File: src/rtl/i2c_target_rx.sv
// i2c_target_rx: I2C target-side byte receiver.
// Synchronises SCL/SDA, detects START/STOP, shifts bytes in MSB-first and
// delivers each completed data byte as a one-cycle rx_valid pulse. When
// ADDR_CHECK=1 the first byte after START is address+R/W and only a write to
// TARGET_ADDR lets the following bytes through.
// Optional macro I2C_TARGET_ACK_EN adds a 9th-clock ACK (SDA pulled low).
// Without it SDA is never driven.
// Ports:
//   clk, reset   - system clock, synchronous active-high reset
//   SCL          - I2C clock from the master
//   SDA          - I2C data (open drain: this block drives 0 or z only)
//   rx_data      - last received data byte
//   rx_valid     - one-cycle pulse when rx_data is updated
//   addr_match   - current transfer is a write addressed to this target
//   busy         - high from START until STOP
//   start_det    - one-cycle pulse on START / repeated START
//   stop_det     - one-cycle pulse on STOP
module i2c_target_rx #(
  parameter logic [6:0] TARGET_ADDR = 7'h50,
  parameter bit         ADDR_CHECK  = 1'b1
) (
  input  logic       clk,
  input  logic       reset,
  input  logic       SCL,
  inout  wire        SDA,
  output logic [7:0] rx_data,
  output logic       rx_valid,
  output logic       addr_match,
  output logic       busy,
  output logic       start_det,
  output logic       stop_det
);

  localparam int unsigned BYTE_W = 8;
  localparam int unsigned CNT_W  = 4;

`ifdef I2C_TARGET_ACK_EN
  typedef enum logic [2:0] {ST_IDLE, ST_ADDR, ST_DATA, ST_IGNORE, ST_ACK} state_t;
  localparam state_t ST_AFTER_BYTE = ST_ACK;
`else
  typedef enum logic [1:0] {ST_IDLE, ST_ADDR, ST_DATA, ST_IGNORE} state_t;
  localparam state_t ST_AFTER_BYTE = ST_DATA;
`endif

  // Two-flop synchronisers plus one delay flop; reset to the idle bus level
  logic scl_q1, scl_s, scl_d;
  logic sda_q1, sda_s, sda_d;

  always_ff @(posedge clk) begin
    if (reset) begin
      scl_q1 <= 1'b1;
      scl_s  <= 1'b1;
      scl_d  <= 1'b1;
      sda_q1 <= 1'b1;
      sda_s  <= 1'b1;
      sda_d  <= 1'b1;
    end else begin
      scl_q1 <= SCL;
      scl_s  <= scl_q1;
      scl_d  <= scl_s;
      sda_q1 <= SDA;
      sda_s  <= sda_q1;
      sda_d  <= sda_s;
    end
  end

  // Bus events from the synchronised samples
  logic scl_rise_c, start_c, stop_c;
  assign scl_rise_c = scl_s & ~scl_d;
  assign start_c    = scl_s & scl_d & sda_d & ~sda_s;
  assign stop_c     = scl_s & scl_d & ~sda_d & sda_s;

`ifdef I2C_TARGET_ACK_EN
  logic scl_fall_c;
  assign scl_fall_c = ~scl_s & scl_d;
`endif

  state_t               state_q, state_n;
  logic [BYTE_W-1:0]    shift_q, shift_n;
  logic [CNT_W-1:0]     cnt_q, cnt_n;
  logic [BYTE_W-1:0]    rx_data_n;
  logic                 rx_valid_n, addr_match_n, busy_n, start_det_n, stop_det_n;
  logic [BYTE_W-1:0]    byte_c;
  logic                 byte_done_c;
`ifdef I2C_TARGET_ACK_EN
  logic                 sda_oe_q, sda_oe_n;
`endif

  // State and output registers
  always_ff @(posedge clk) begin
    if (reset) begin
      state_q    <= ST_IDLE;
      shift_q    <= '0;
      cnt_q      <= '0;
      rx_data    <= '0;
      rx_valid   <= 1'b0;
      addr_match <= 1'b0;
      busy       <= 1'b0;
      start_det  <= 1'b0;
      stop_det   <= 1'b0;
`ifdef I2C_TARGET_ACK_EN
      sda_oe_q   <= 1'b0;
`endif
    end else begin
      state_q    <= state_n;
      shift_q    <= shift_n;
      cnt_q      <= cnt_n;
      rx_data    <= rx_data_n;
      rx_valid   <= rx_valid_n;
      addr_match <= addr_match_n;
      busy       <= busy_n;
      start_det  <= start_det_n;
      stop_det   <= stop_det_n;
`ifdef I2C_TARGET_ACK_EN
      sda_oe_q   <= sda_oe_n;
`endif
    end
  end

  // Next-state and output logic; START beats STOP beats bit events
  always_comb begin
    state_n      = state_q;
    shift_n      = shift_q;
    cnt_n        = cnt_q;
    rx_data_n    = rx_data;
    rx_valid_n   = 1'b0;
    addr_match_n = addr_match;
    busy_n       = busy;
    start_det_n  = 1'b0;
    stop_det_n   = 1'b0;
`ifdef I2C_TARGET_ACK_EN
    sda_oe_n     = sda_oe_q;
`endif
    byte_c       = {shift_q[BYTE_W-2:0], sda_s};
    byte_done_c  = (cnt_q == CNT_W'(BYTE_W - 1));

    if (start_c) begin
      state_n      = ADDR_CHECK ? ST_ADDR : ST_DATA;
      cnt_n        = '0;
      addr_match_n = 1'b0;
      busy_n       = 1'b1;
      start_det_n  = 1'b1;
`ifdef I2C_TARGET_ACK_EN
      sda_oe_n     = 1'b0;
`endif
    end else if (stop_c) begin
      state_n      = ST_IDLE;
      cnt_n        = '0;
      addr_match_n = 1'b0;
      busy_n       = 1'b0;
      stop_det_n   = 1'b1;
`ifdef I2C_TARGET_ACK_EN
      sda_oe_n     = 1'b0;
`endif
    end else begin
      case (state_q)
        ST_ADDR: begin
          if (scl_rise_c) begin
            shift_n = byte_c;
            if (byte_done_c) begin
              cnt_n = '0;
              // Only a write to our address opens the data phase
              if (byte_c[BYTE_W-1:1] == TARGET_ADDR && !byte_c[0]) begin
                addr_match_n = 1'b1;
                state_n      = ST_AFTER_BYTE;
              end else begin
                state_n = ST_IGNORE;
              end
            end else begin
              cnt_n = cnt_q + CNT_W'(1);
            end
          end
        end
        ST_DATA: begin
          if (scl_rise_c) begin
            shift_n = byte_c;
            if (byte_done_c) begin
              cnt_n      = '0;
              rx_data_n  = byte_c;
              rx_valid_n = 1'b1;
              state_n    = ST_AFTER_BYTE;
            end else begin
              cnt_n = cnt_q + CNT_W'(1);
            end
          end
        end
`ifdef I2C_TARGET_ACK_EN
        // First fall after bit 8 pulls SDA low; the fall after the 9th
        // clock releases it and resumes data capture
        ST_ACK: begin
          if (scl_fall_c) begin
            if (!sda_oe_q) begin
              sda_oe_n = 1'b1;
            end else begin
              sda_oe_n = 1'b0;
              cnt_n    = '0;
              state_n  = ST_DATA;
            end
          end
        end
`endif
        default: begin
          state_n = state_q;
        end
      endcase
    end
  end

  // Open-drain data line
`ifdef I2C_TARGET_ACK_EN
  assign SDA = sda_oe_q ? 1'b0 : 1'bz;
`else
  assign SDA = 1'bz;
`endif

endmodule
File: config.mk
export PLATFORM = sky130hd
export DESIGN_NAME = i2c_target_rx
export DESIGN_NICKNAME = d
export VERILOG_FILES = /design/src/rtl/i2c_target_rx.sv
export SDC_FILE = /design/constraint.sdc
export NUM_CORES = 1
export LEC_CHECK = 0
export BUFFER_PORTS_ARGS = -buffer_cell sky130_fd_sc_hd__buf_2
export CORE_ASPECT_RATIO = 1.5
export CORE_MARGIN = 2
export CORE_UTILIZATION = 30
export CTS_CLUSTER_DIAMETER = 50
export DETAILED_ROUTE_END_ITERATION = 8
export GPL_TIMING_DRIVEN = 1
export HOLD_SLACK_MARGIN = 0.1
export PLACE_DENSITY = 0.48
export SYNTH_ARGS = -nofsm -noshare
export SYNTH_HDL_FRONTEND = slang
export SYNTH_SLANG_ARGS = --single-unit
File: constraint.sdc
create_clock -name clk -period 2.3 [get_ports clk]
set_input_delay 0.46 -clock clk [delete_from_list [all_inputs] [get_ports clk]]
set_output_delay 0.46 -clock clk [all_outputs]
set_load 0.01 [all_outputs]
==> results of run 1 <==
[cells in the final DEF (no fill, tap or decap), types with 5 or more instances in the layout]
cell type | synthesis | layout
a21oi_1 | 11 | 11
buf_2 | 1 | 15
clkbuf_8 | 0 | 5
dfxtp_1 | 32 | 32
mux2i_1 | 8 | 8
nand2_1 | 19 | 19
nor2_1 | 16 | 16
or2_1 | 5 | 5
[synthesized netlist by cell type]
cell	count
xor2_1	1
o21bai_1	1
nand3b_1	1
nor3_1	3
nor2_1	16
nand4_1	1
xnor2_1	1
or3_1	1
nand4b_1	2
nor3b_4	1
dfxtp_1	32
buf_2	1
and3b_1	1
or2_0	1
clkbuf_1	5
a21oi_1	11
o32a_1	1
nand2b_1	1
or2_1	5
conb_1	1
nor4b_1	1
o22ai_1	1
and4b_1	1
nand2_1	19
a21oi_2	1
ha_1	3
o21ai_1	1
mux2i_1	8
buf_4	1
a31oi_1	2
or3b_1	1
nor3b_1	1
inv_1	2
o21ai_0	1
a221oi_1	1
[through the flow]
stage	power [mW]	std cells
5_1_grt	1.20	195
2_1_floorplan	0.622	131
6_report	1.15	195
3_3_place_gp	0.633	187
4_1_cts	1.17	195
3_5_place_dp	0.634	187
[sequential cells by signal, indices dropped and copies added (netlist names)]
register    cells
addr_match      1
busy            1
cnt_q           4
rx_data         8
rx_valid        1
scl_d           1
scl_q1          1
scl_s           1
sda_d           1
sda_q1          1
sda_s           1
shift_q         7
start_det       1
state_q         2
stop_det        1
[where the power goes]
part	total [mW]	internal, mW	switching (mW)
logic	0.0484	0.0191	0.0293
registers	0.572	0.564	0.00818
clock network	0.534	0.320	0.214
[path summary, 6_finish.rpt]
check / end / cells after the start
hold reg to reg: scl_s / 1
setup / recovery: state_q[0] / 6
setup reg to reg: state_q[0] / 6
hold / removal: scl_q1 / 2
[worst register-to-register path: cells and delay by family (launching register included)]
family,cells,cell delay (ps)
compound gates,2,480
simple gates,2,450
fa+ha+maj,1,350
flops,1,340
buf+inv,1,60
[routing by layer]
layer / track usage (%) / vias up
li1: - / 477
met1: 11.8 / 423
met2: 19.5 / 18
met3: 3.89 / 4
met4: 6.43 / 0
met5: 0 / -
[final cells by class]
cell class | instances | area share [%]
timing repair buffer | 18 | 6.68
clock buffer | 5 | 4.71
inverter | 2 | 0.514
multi-input combinational | 90 | 37.5
tap | 45 | 3.85
sequential | 32 | 43.8
clock inverter | 3 | 2.91
[cell families (layout without fill, tap and decap cells)]
kind of cell	after synthesis	after routing
mux	8	8
buf+inv	9	28
flops	32	32
compound gates	20	20
xor+xnor	2	2
other cells	1	1
simple gates	56	56
fa+ha+maj	3	3
==> out/metrics.cfg, run 1 <==
[outcome]
status = completed

[logic_synthesis]
synth_top_family_by_area = simple AND/OR/NAND/NOR gates
syn_avg_cell_area_um2 = 9.37
synth_compound_area_share_pct = 9.68
synthMuxAreaShare_pct = 6.52
syn_inst = 131
synth_xor_area_share_pct = 1.43
synth_area_leaders = dfxtp_1, mux2i_1, nand2_1, nor2_1, a21oi_1
ys_warn_count = 0
synth_simple_gate_area_share_pct = 23.6
ys_seq_elements = 32
synth_fa_ha_area_share_pct = 3.06
synth_top_area_share_pct = 52.2
synth-seq-area-share_pct = 52.2
syn-num-nets = 137
synth_top_area_cell = dfxtp_1
yosys.cell_types.count = 35
netlist_area_um2 = 1230

[pwr]
pwr_density_cell_nw_per_um2 = 790
cellLeakagePower_nw = 0.631
vdd_drop_max_mv = 0.415

[die]
io_pins = 17
dieArea_um2 = 4630
start_util_pct = 31.3
dieHeight_um = 82.3
rows = 28
die_w_um = 56.2
core_area_um2 = 3920

[layout]
n_fill_cell = 414
drive_gt1_share_pct = 18.7
utilization_pct = 37.2
multi_input_area_um2 = 548
design_area_um2 = 1460
area_growth_pct = 19.1
final-seq-area_um2 = 641
finish.net_count = 155
num_antenna_cells = 0

[sta]
fin_hold_ws_ps = 359
slew_headroom_pct = 65.3
min_period_ps = 1770
fmax_ghz = 0.564
rsz0062_at_grt = no
drv_slew = 0
hold_violations = 0
worst_slack_ps = 527
worst_pin_slew_ps = 519
finalClockSkew_ps = 7.33
tns_ps = 0
setup_violations = 0
fin_crit_sh_pct = 77.1

[worst_setup_path]
path_cells = inv_1 -> ha_1 -> or3b_1 -> o22ai_1 -> nor2_1 -> a221oi_1
cp-end-kind = flip-flop
reg2reg_from = state_q[0]
crit_required_ps = 2500
cp_max_fo = 3
critPathLaunchType = flip-flop
path_class = flip-flop to flip-flop
cp_top_family = compound AO/OA/AOI/OAI gates
critPathMaxStageDelay_ps = 380
r2r_slack_ps = 530
slowest_stage = or3b_1
critPathLaunch = state_q[0]
cp.arrival_ps = 1970
crit_buf_inv = 1

[route]
firstDrtPassIters = 4
met3WireLength_um = 97
drtIter0Drc = 18
drc = 0
route.met2.wl_um = 1140
vias = 922
drt_wl_total_um = 2300
via_per_inst = 4.73
routedLengthMet1_um = 1000
ant_nets = 0
routed.top_layer = met4
wire_per_inst_um = 11.8

[clock_tree]
ctsResizeCount = 0
cts_made_buffers = 5
clkTransAtPathRegs_ps = 70
cts.sinks = 32
cts_root_buf = clkbuf_8
h-tree-depth = 2
cts.path.max_buffers = 2
postCtsSetupRepairBufs = 0
worstSkewPairLatency_ps = 290
cts_hold_buf = 0
tritoncts = yes

[hold_path]
hp-start = SCL
hp-class = input port to flip-flop

[placed_design]
gp_congestion = 0.680
dp_slack_ps = 548
placed_area_um2 = 1350
dp_hpwl_um = 1650
port_buffers = 15

[global_route]
antenna_found_initial = 0
grt_max_degree = 28
grt_pass1_wl_um = 3950
overflow = 0
grt_usage_pct = 11.2
grt_pass1_vias = 898

[job]
max_cap_viol_count = 0

(Power assumes the default switching activity.)
==> inputs of run 2 (changes only) <==
- ABC_AREA: unset -> 1
- PLACE_DENSITY: 0.48 -> 0.5
- clock period: 2.3 -> 1.6 ns (I/O delays scaled with it)
==> run 2 against run 1 <==
  * Largest cell class unchanged
  * Non-clock buffer count is the same
  * Largest power group is now the clock network
  * Critical path depth increased by 1
  * Routed wire length increased by 9.3%
  * Critical endpoint is now shift_q[2]
  * Cell count up 18%
  * Register-to-register slack worse by 350 ps
  * Hold slack got worse by 140 ps
  * Clock-buffer cell count grew 2
  * Cell area increased by 5.7%
  * Setup slack got worse by 350 ps
  * Die area up 6.0%
  * Utilization decreased by 0.56 points
  * Fmax is 25% higher
==> out/metrics.cfg, run 2 <==
[outcome]
status = completed

[pwr]
power_frac_seq_pct = 46.6  ; -2.9 points
swShare_pct = 20.9  ; -0.86 points
pwr_density_cell_nw_per_um2 = 1140  ; +45%
vdd_drop_max_mv = 0.617  ; +49%
internal_power_mw = 1.40  ; +55%
pwr-share-clk_pct = 47.9  ; +1.6 points
combPwrFrac_pct = 5.4  ; +1.2 points
cellLeakagePower_nw = 0.684  ; +8.4%
p_switching_uw = 369  ; +47%

[sta]
worst_slack_ps = 176  ; -351 ps
drv_slew = 0  ; unchanged
hold_violations = 0  ; unchanged
tns_ps = 0  ; unchanged
fin_crit_sh_pct = 89.0  ; +12 points
setup_violations = 0  ; unchanged
min_period_ps = 1420  ; -349 ps
rsz0062_at_grt = no
fin_hold_ws_ps = 219  ; -141 ps
fmax_ghz = 0.702  ; +25%
finalClockSkew_ps = 3.90  ; -3.43 ps

[die]
start_util_pct = 31.0  ; -0.25 points
dieHeight_um = 84.8  ; +3.0%
io_pins = 17  ; unchanged
rows = 29  ; +3.6%
die_w_um = 57.9  ; +2.9%
core_area_um2 = 4210  ; +7.3%
dieArea_um2 = 4910  ; +6.0%

[layout]
utilization_pct = 36.7  ; -0.56 points
final_cell_count_no_fill = 231  ; +18%
num_antenna_cells = 0  ; unchanged
largest-register = rx_data
n_fill_cell = 473  ; +14%
drive_gt1_share_pct = 24.3  ; +5.7 points
largest_reg_flops = 8  ; unchanged
area_growth_pct = 18.2
final_cell_mix = nand2_1, dfxtp_1, a21oi_1
largestRegisters = rx_data x8, shift_q x7, cnt_q x4
finish.net_count = 190  ; +23%

[logic_synthesis]
ys_seq_elements = 32  ; unchanged
yosys.cell_types.count = 24  ; -31%
synth-seq-area-share_pct = 49.0  ; -3.1 points
synth-async-reset-ratio_pct = 0  ; unchanged
synth_edf_count = 0  ; unchanged
syn_inst = 167  ; +27%
netlist_area_um2 = 1310  ; +6.4%
synth_area_leaders = dfxtp_1, nand2_1, a21oi_1, nand3_1, nor2_1
syn-num-nets = 173  ; +26%
synth_top_area_cell = dfxtp_1
synth_commonest_cells = nand2_1, dfxtp_1, a21oi_1, nor2_1, nand3_1
ys_warn_count = 0  ; unchanged
synth.most_common_cell = nand2_1
ys.flop_type = dfxtp_1
syn_avg_cell_area_um2 = 7.82  ; -17%
synth_top_area_share_pct = 49.0  ; -3.1 points

[global_route]
grt_usage_pct = 12.0  ; +0.82 points
grt_max_degree = 18  ; -36%
overflow = 0  ; unchanged
grt_pass1_wl_um = 4540  ; +15%
grt_pass1_vias = 1038  ; +16%
antenna_found_initial = 0  ; unchanged

[worst_setup_path]
r2r_slack_ps = 180  ; -350 ps
reg2reg_from = state_q[0]
crit_required_ps = 1770  ; -730 ps
reg2reg_to = shift_q[2]
path_class = flip-flop to flip-flop
cp_max_fo = 10  ; +7
reg2regPathDepth = 7  ; +1
critPathLaunchType = flip-flop
cp.arrival_ps = 1600  ; -370 ps
cp-end-kind = flip-flop

[route]
ant_nets = 0  ; unchanged
wire_per_inst_um = 10.9  ; -7.8%
vias = 1032  ; +12%
firstDrtPassIters = 4  ; unchanged
drt_wl_total_um = 2510  ; +9.3%
drc = 0  ; unchanged
via_per_inst = 4.47  ; -5.5%
drtIter0Drc = 17  ; -1

[clock_tree]
cts_root_buf = clkbuf_8
cts_hold_buf = 0  ; unchanged
worstSkewPairLatency_ps = 280  ; about the same
clkTransAtPathRegs_ps = 70  ; about the same
ctsResizeCount = 0  ; unchanged
tritoncts = yes
cts.sinks = 32  ; unchanged
postCtsSetupRepairBufs = 0  ; unchanged
cts_made_buffers = 5  ; unchanged
h-tree-depth = 2  ; unchanged
cts.path.max_buffers = 2  ; unchanged

[hold_path]
hp-start = SCL
holdPathStages = 2  ; unchanged
hold_end = scl_q1
hp-class = input port to flip-flop

[placed_design]
dp_slack_ps = 169  ; -378 ps
dp.cells = 223  ; +19%
gp_congestion = 0.806  ; +19%
dp_hpwl_um = 1930  ; +17%
port_buffers = 15  ; unchanged

[job]
max_cap_viol_count = 0  ; unchanged

-- run 2: changes by cell type in the layout (fill, tap and decap cells not counted), sizes merged, moves of 2 or more --
cell | previous run | this run
a21oi | 12 | 18
a31oi | 2 | 0
clkbuf | 5 | 7
inv | 2 | 18
mux2i | 8 | 0
nand2 | 19 | 34
nand3 | 0 | 16
nand4b | 2 | 0
nor2 | 16 | 19
nor3b | 2 | 0
o21ai | 2 | 8
or2 | 6 | 4
-- run 2: logic make-up (layout without fill, tap and decap cells) --
logic type               count (synthesis)  in the layout  share of synthesized area, %
AND/OR/NAND/NOR                         76             76                          26.6
flip-flops                              32             32                          49.0
buffers and inverters                   27             45                          9.00
AO/OA/AOI/OAI                           26             26                          10.8
adder cells (fa/ha/maj)                  3              3                          2.87
XOR/XNOR                                 2              2                          1.34
other                                    1              1                         0.287
-- run 2: worst max-delay path by stage --
stage                from         end  slack, ps  cells past startpoint
2_1_floorplan  state_q[0]  shift_q[1]        290                      7
3_3_place_gp   state_q[0]  shift_q[3]        200                      7
3_5_place_dp   state_q[0]  shift_q[3]        170                      7
4_1_cts        state_q[0]  shift_q[3]        160                      7
5_1_grt        state_q[0]  state_q[0]          2                      9
6_report       state_q[0]  shift_q[2]        180                      7
-- run 2: per-stage QoR --
step	power (mW)	cell area, um2
after global placement	0.937	1420
final	1.77	1540
after floorplan	0.918	1310
after detailed placement	0.939	1420
after global routing	1.83	1540
after CTS	1.79	1540
-- run 2: layer usage --
metal / vias to the layer above / wire [um] / track usage [%] / part of all wire, %
li1: 559 / - / - / -
met1: 453 / 1040 / 12.6 / 41
met2: 15 / 1320 / 21.4 / 53
met3: 5 / 84 / 3.20 / 3.3
met4: 0 / 61 / 6.13 / 2.4
met5: - / 0 / 0 / 0
-- run 2: final cells by class --
class | count | area [um2] | area share (%)
Tap cell | 46 | 57.6 | 3.73
Multi-Input combinational cell | 108 | 551 | 35.7
Timing Repair Buffer | 18 | 97.6 | 6.32
Clock inverter | 1 | 30.0 | 1.94
Clock buffer | 7 | 96.3 | 6.24
Inverter | 19 | 71.3 | 4.62
Sequential cell | 32 | 641 | 41.5
-- run 2: power by group through the flow --
stage	Combinational, mW	Clock [mW]	Sequential, mW
after CTS	0.0976	0.869	0.823
after global routing	0.111	0.898	0.825
after detailed placement	0.0974	0	0.842
final	0.0962	0.846	0.824
after floorplan	0.0771	0	0.841
after global placement	0.0952	0	0.842
-- run 2: worst max-delay path, cell delays in order (launching register included) --
cell	delay, ps
dfxtp_1	330
inv_1	60
ha_1	300
inv_2	70
nand3_2	140
buf_4	200
o21ai_0	160
a21oi_1	60
==> inputs of run 3 (changes only) <==
- CELL_PAD_IN_SITES_DETAIL_PLACEMENT: unset -> 0
- CELL_PAD_IN_SITES_GLOBAL_PLACEMENT: unset -> 1
- PLACE_DENSITY: 0.5 -> 0.63
==> run 3 against run 2 <==
  * Hold slack worse by 1.9 ps
  * Largest power group is now sequential cells
  * Clock power is 10% lower
  * Routed wire length is 1.2% higher
  * Cell count stayed put
  * Clock skew is 1.4 ps higher
  * Cell area is 0.57% lower
  * Sequential share of layout area is 0.24 points higher
  * Critical endpoint is now shift_q[0]
==> out/metrics.cfg, run 3 (synthesized netlist as in run 2, its figures left out) <==
[global_route]
met2_usage_pct = 20.9  ; -0.52 points
overflow = 0  ; unchanged
busiest_layer = met2
grt_pass1_wl_um = 4600  ; +1.4%
grt_pass1_vias = 1033  ; -0.48%
antenna_found_initial = 0  ; unchanged
use_met1_pct = 13.4  ; +0.76 points
grt_usage_pct = 12.2  ; +0.22 points
use_met3_pct = 3.66  ; +0.46 points
grt_max_degree = 18  ; unchanged

[route]
wire_per_inst_um = 11.0  ; +1.2%
drc = 0  ; unchanged
drtIter0Drc = 33  ; +16
firstDrtPassIters = 4  ; unchanged
ant_nets = 0  ; unchanged
vias = 1036  ; +0.39%
drt_wl_total_um = 2540  ; +1.2%
via_per_inst = 4.48  ; +0.39%

[worst_setup_path]
r2r_slack_ps = 160  ; -20 ps
cp.arrival_ps = 1620  ; +20 ps
slowest_stage = dfxtp_1
cp_top_family = flip-flops
critPathLaunchType = flip-flop
critPathMaxStageDelay_ps = 340  ; about the same
crit_buf_inv = 3  ; unchanged
path_class = flip-flop to flip-flop
crit_required_ps = 1780  ; about the same
reg2reg_to = shift_q[0]
cp-end-kind = flip-flop
reg2reg_from = state_q[0]
reg2regPathDepth = 7  ; unchanged
path_cells = inv_1 -> ha_2 -> inv_2 -> nand3_2 -> buf_4 -> o21ai_0 -> a21oi_1
cp_max_fo = 10  ; unchanged

[clock_tree]
cts_hold_buf = 0  ; unchanged
ctsResizeCount = 0  ; unchanged
postCtsSetupRepairBufs = 0  ; unchanged
cts.sinks = 32  ; unchanged
cts.path.max_buffers = 2  ; unchanged
h-tree-depth = 2  ; unchanged
cts_made_buffers = 5  ; unchanged
worstSkewPairLatency_ps = 280  ; about the same
cts_root_buf = clkbuf_8
tritoncts = yes
clkTransAtPathRegs_ps = 70  ; about the same

[sta]
drv_slew = 0  ; unchanged
setup_violations = 0  ; unchanged
hold_violations = 0  ; unchanged
worst_slack_ps = 159  ; -17.9 ps
fin_hold_ws_ps = 217  ; -1.93 ps
finalClockSkew_ps = 5.33  ; +1.42 ps
fmax_ghz = 0.694  ; -1.2%
rsz0062_at_grt = no
min_period_ps = 1440  ; +17.9 ps
tns_ps = 0  ; unchanged
fin_crit_sh_pct = 90.1  ; +1.1 points

[layout]
final_cell_count_no_fill = 231  ; unchanged
final-seq-area_um2 = 641  ; unchanged
design_area_um2 = 1540  ; -0.57%
drive_gt1_share_pct = 24.9  ; +0.54 points
largest-register = rx_data
area_growth_pct = 17.5
finish.net_count = 190  ; unchanged
largest_reg_flops = 8  ; unchanged
final_cell_mix = nand2_1, dfxtp_1, a21oi_1
largestRegisters = rx_data x8, shift_q x7, cnt_q x4
utilization_pct = 36.5  ; -0.21 points
multi_input_area_um2 = 561  ; +1.8%
n_fill_cell = 463  ; -2.1%
num_antenna_cells = 0  ; unchanged

[die]
start_util_pct = 31.0  ; unchanged
rows = 29  ; unchanged
dieHeight_um = 84.8  ; unchanged
core_area_um2 = 4210  ; unchanged
io_pins = 17  ; unchanged
dieArea_um2 = 4910  ; unchanged
die_w_um = 57.9  ; unchanged

[outcome]
status = completed

[hold_path]
holdPathStages = 2  ; unchanged
hp-class = input port to flip-flop
hold_end = scl_q1
hp-start = SCL

[placed_design]
dp.cells = 223  ; unchanged
gp_congestion = 0.877  ; +8.8%
placed_area_um2 = 1420  ; unchanged
dp_hpwl_um = 1930  ; about the same
dp_slack_ps = 142  ; -27.1 ps
port_buffers = 15  ; unchanged

[pwr]
cellLeakagePower_nw = 0.673  ; -1.6%
vdd_drop_max_mv = 0.577  ; -6.4%
power_mw = 1.68  ; -4.8%
pwr_density_cell_nw_per_um2 = 1090  ; -4.3%

[job]
max_cap_viol_count = 0  ; unchanged

run 3: cell type report:
cell class	count	share of cell area, %
clock buffers	6	4.73
clock inverters	2	2.28
inverters	19	4.65
multi-input cells	108	36.5
flip-flops and latches	32	41.7
well taps	46	3.75
repair buffers	18	6.36
run 3: worst max path at each step:
stage | slack, ps | startpoint | depth (start not counted) | to
floorplan | 290 | state_q[0] | 7 | shift_q[1]
global placement | 180 | state_q[0] | 8 | state_q[0]
detailed placement | 140 | state_q[0] | 7 | shift_q[1]
CTS | 130 | state_q[0] | 8 | state_q[0]
global route | 20 | state_q[0] | 7 | cnt_q[2]
finish | 160 | state_q[0] | 7 | shift_q[0]
run 3: where the power goes:
group / switching [mW] / internal [mW]
combinational: 0.0623 / 0.0348
sequential: 0.0103 / 0.813
clock: 0.299 / 0.462
total: 0.371 / 1.31
run 3: layer usage:
metal  up-vias  wire [um]  part of all wire (%)
met1       459       1090                    43
met5         -          0                     0
met3         5         88                   3.5
met4         0         46                   1.8
met2        15       1320                    52
li1        557          -                     -
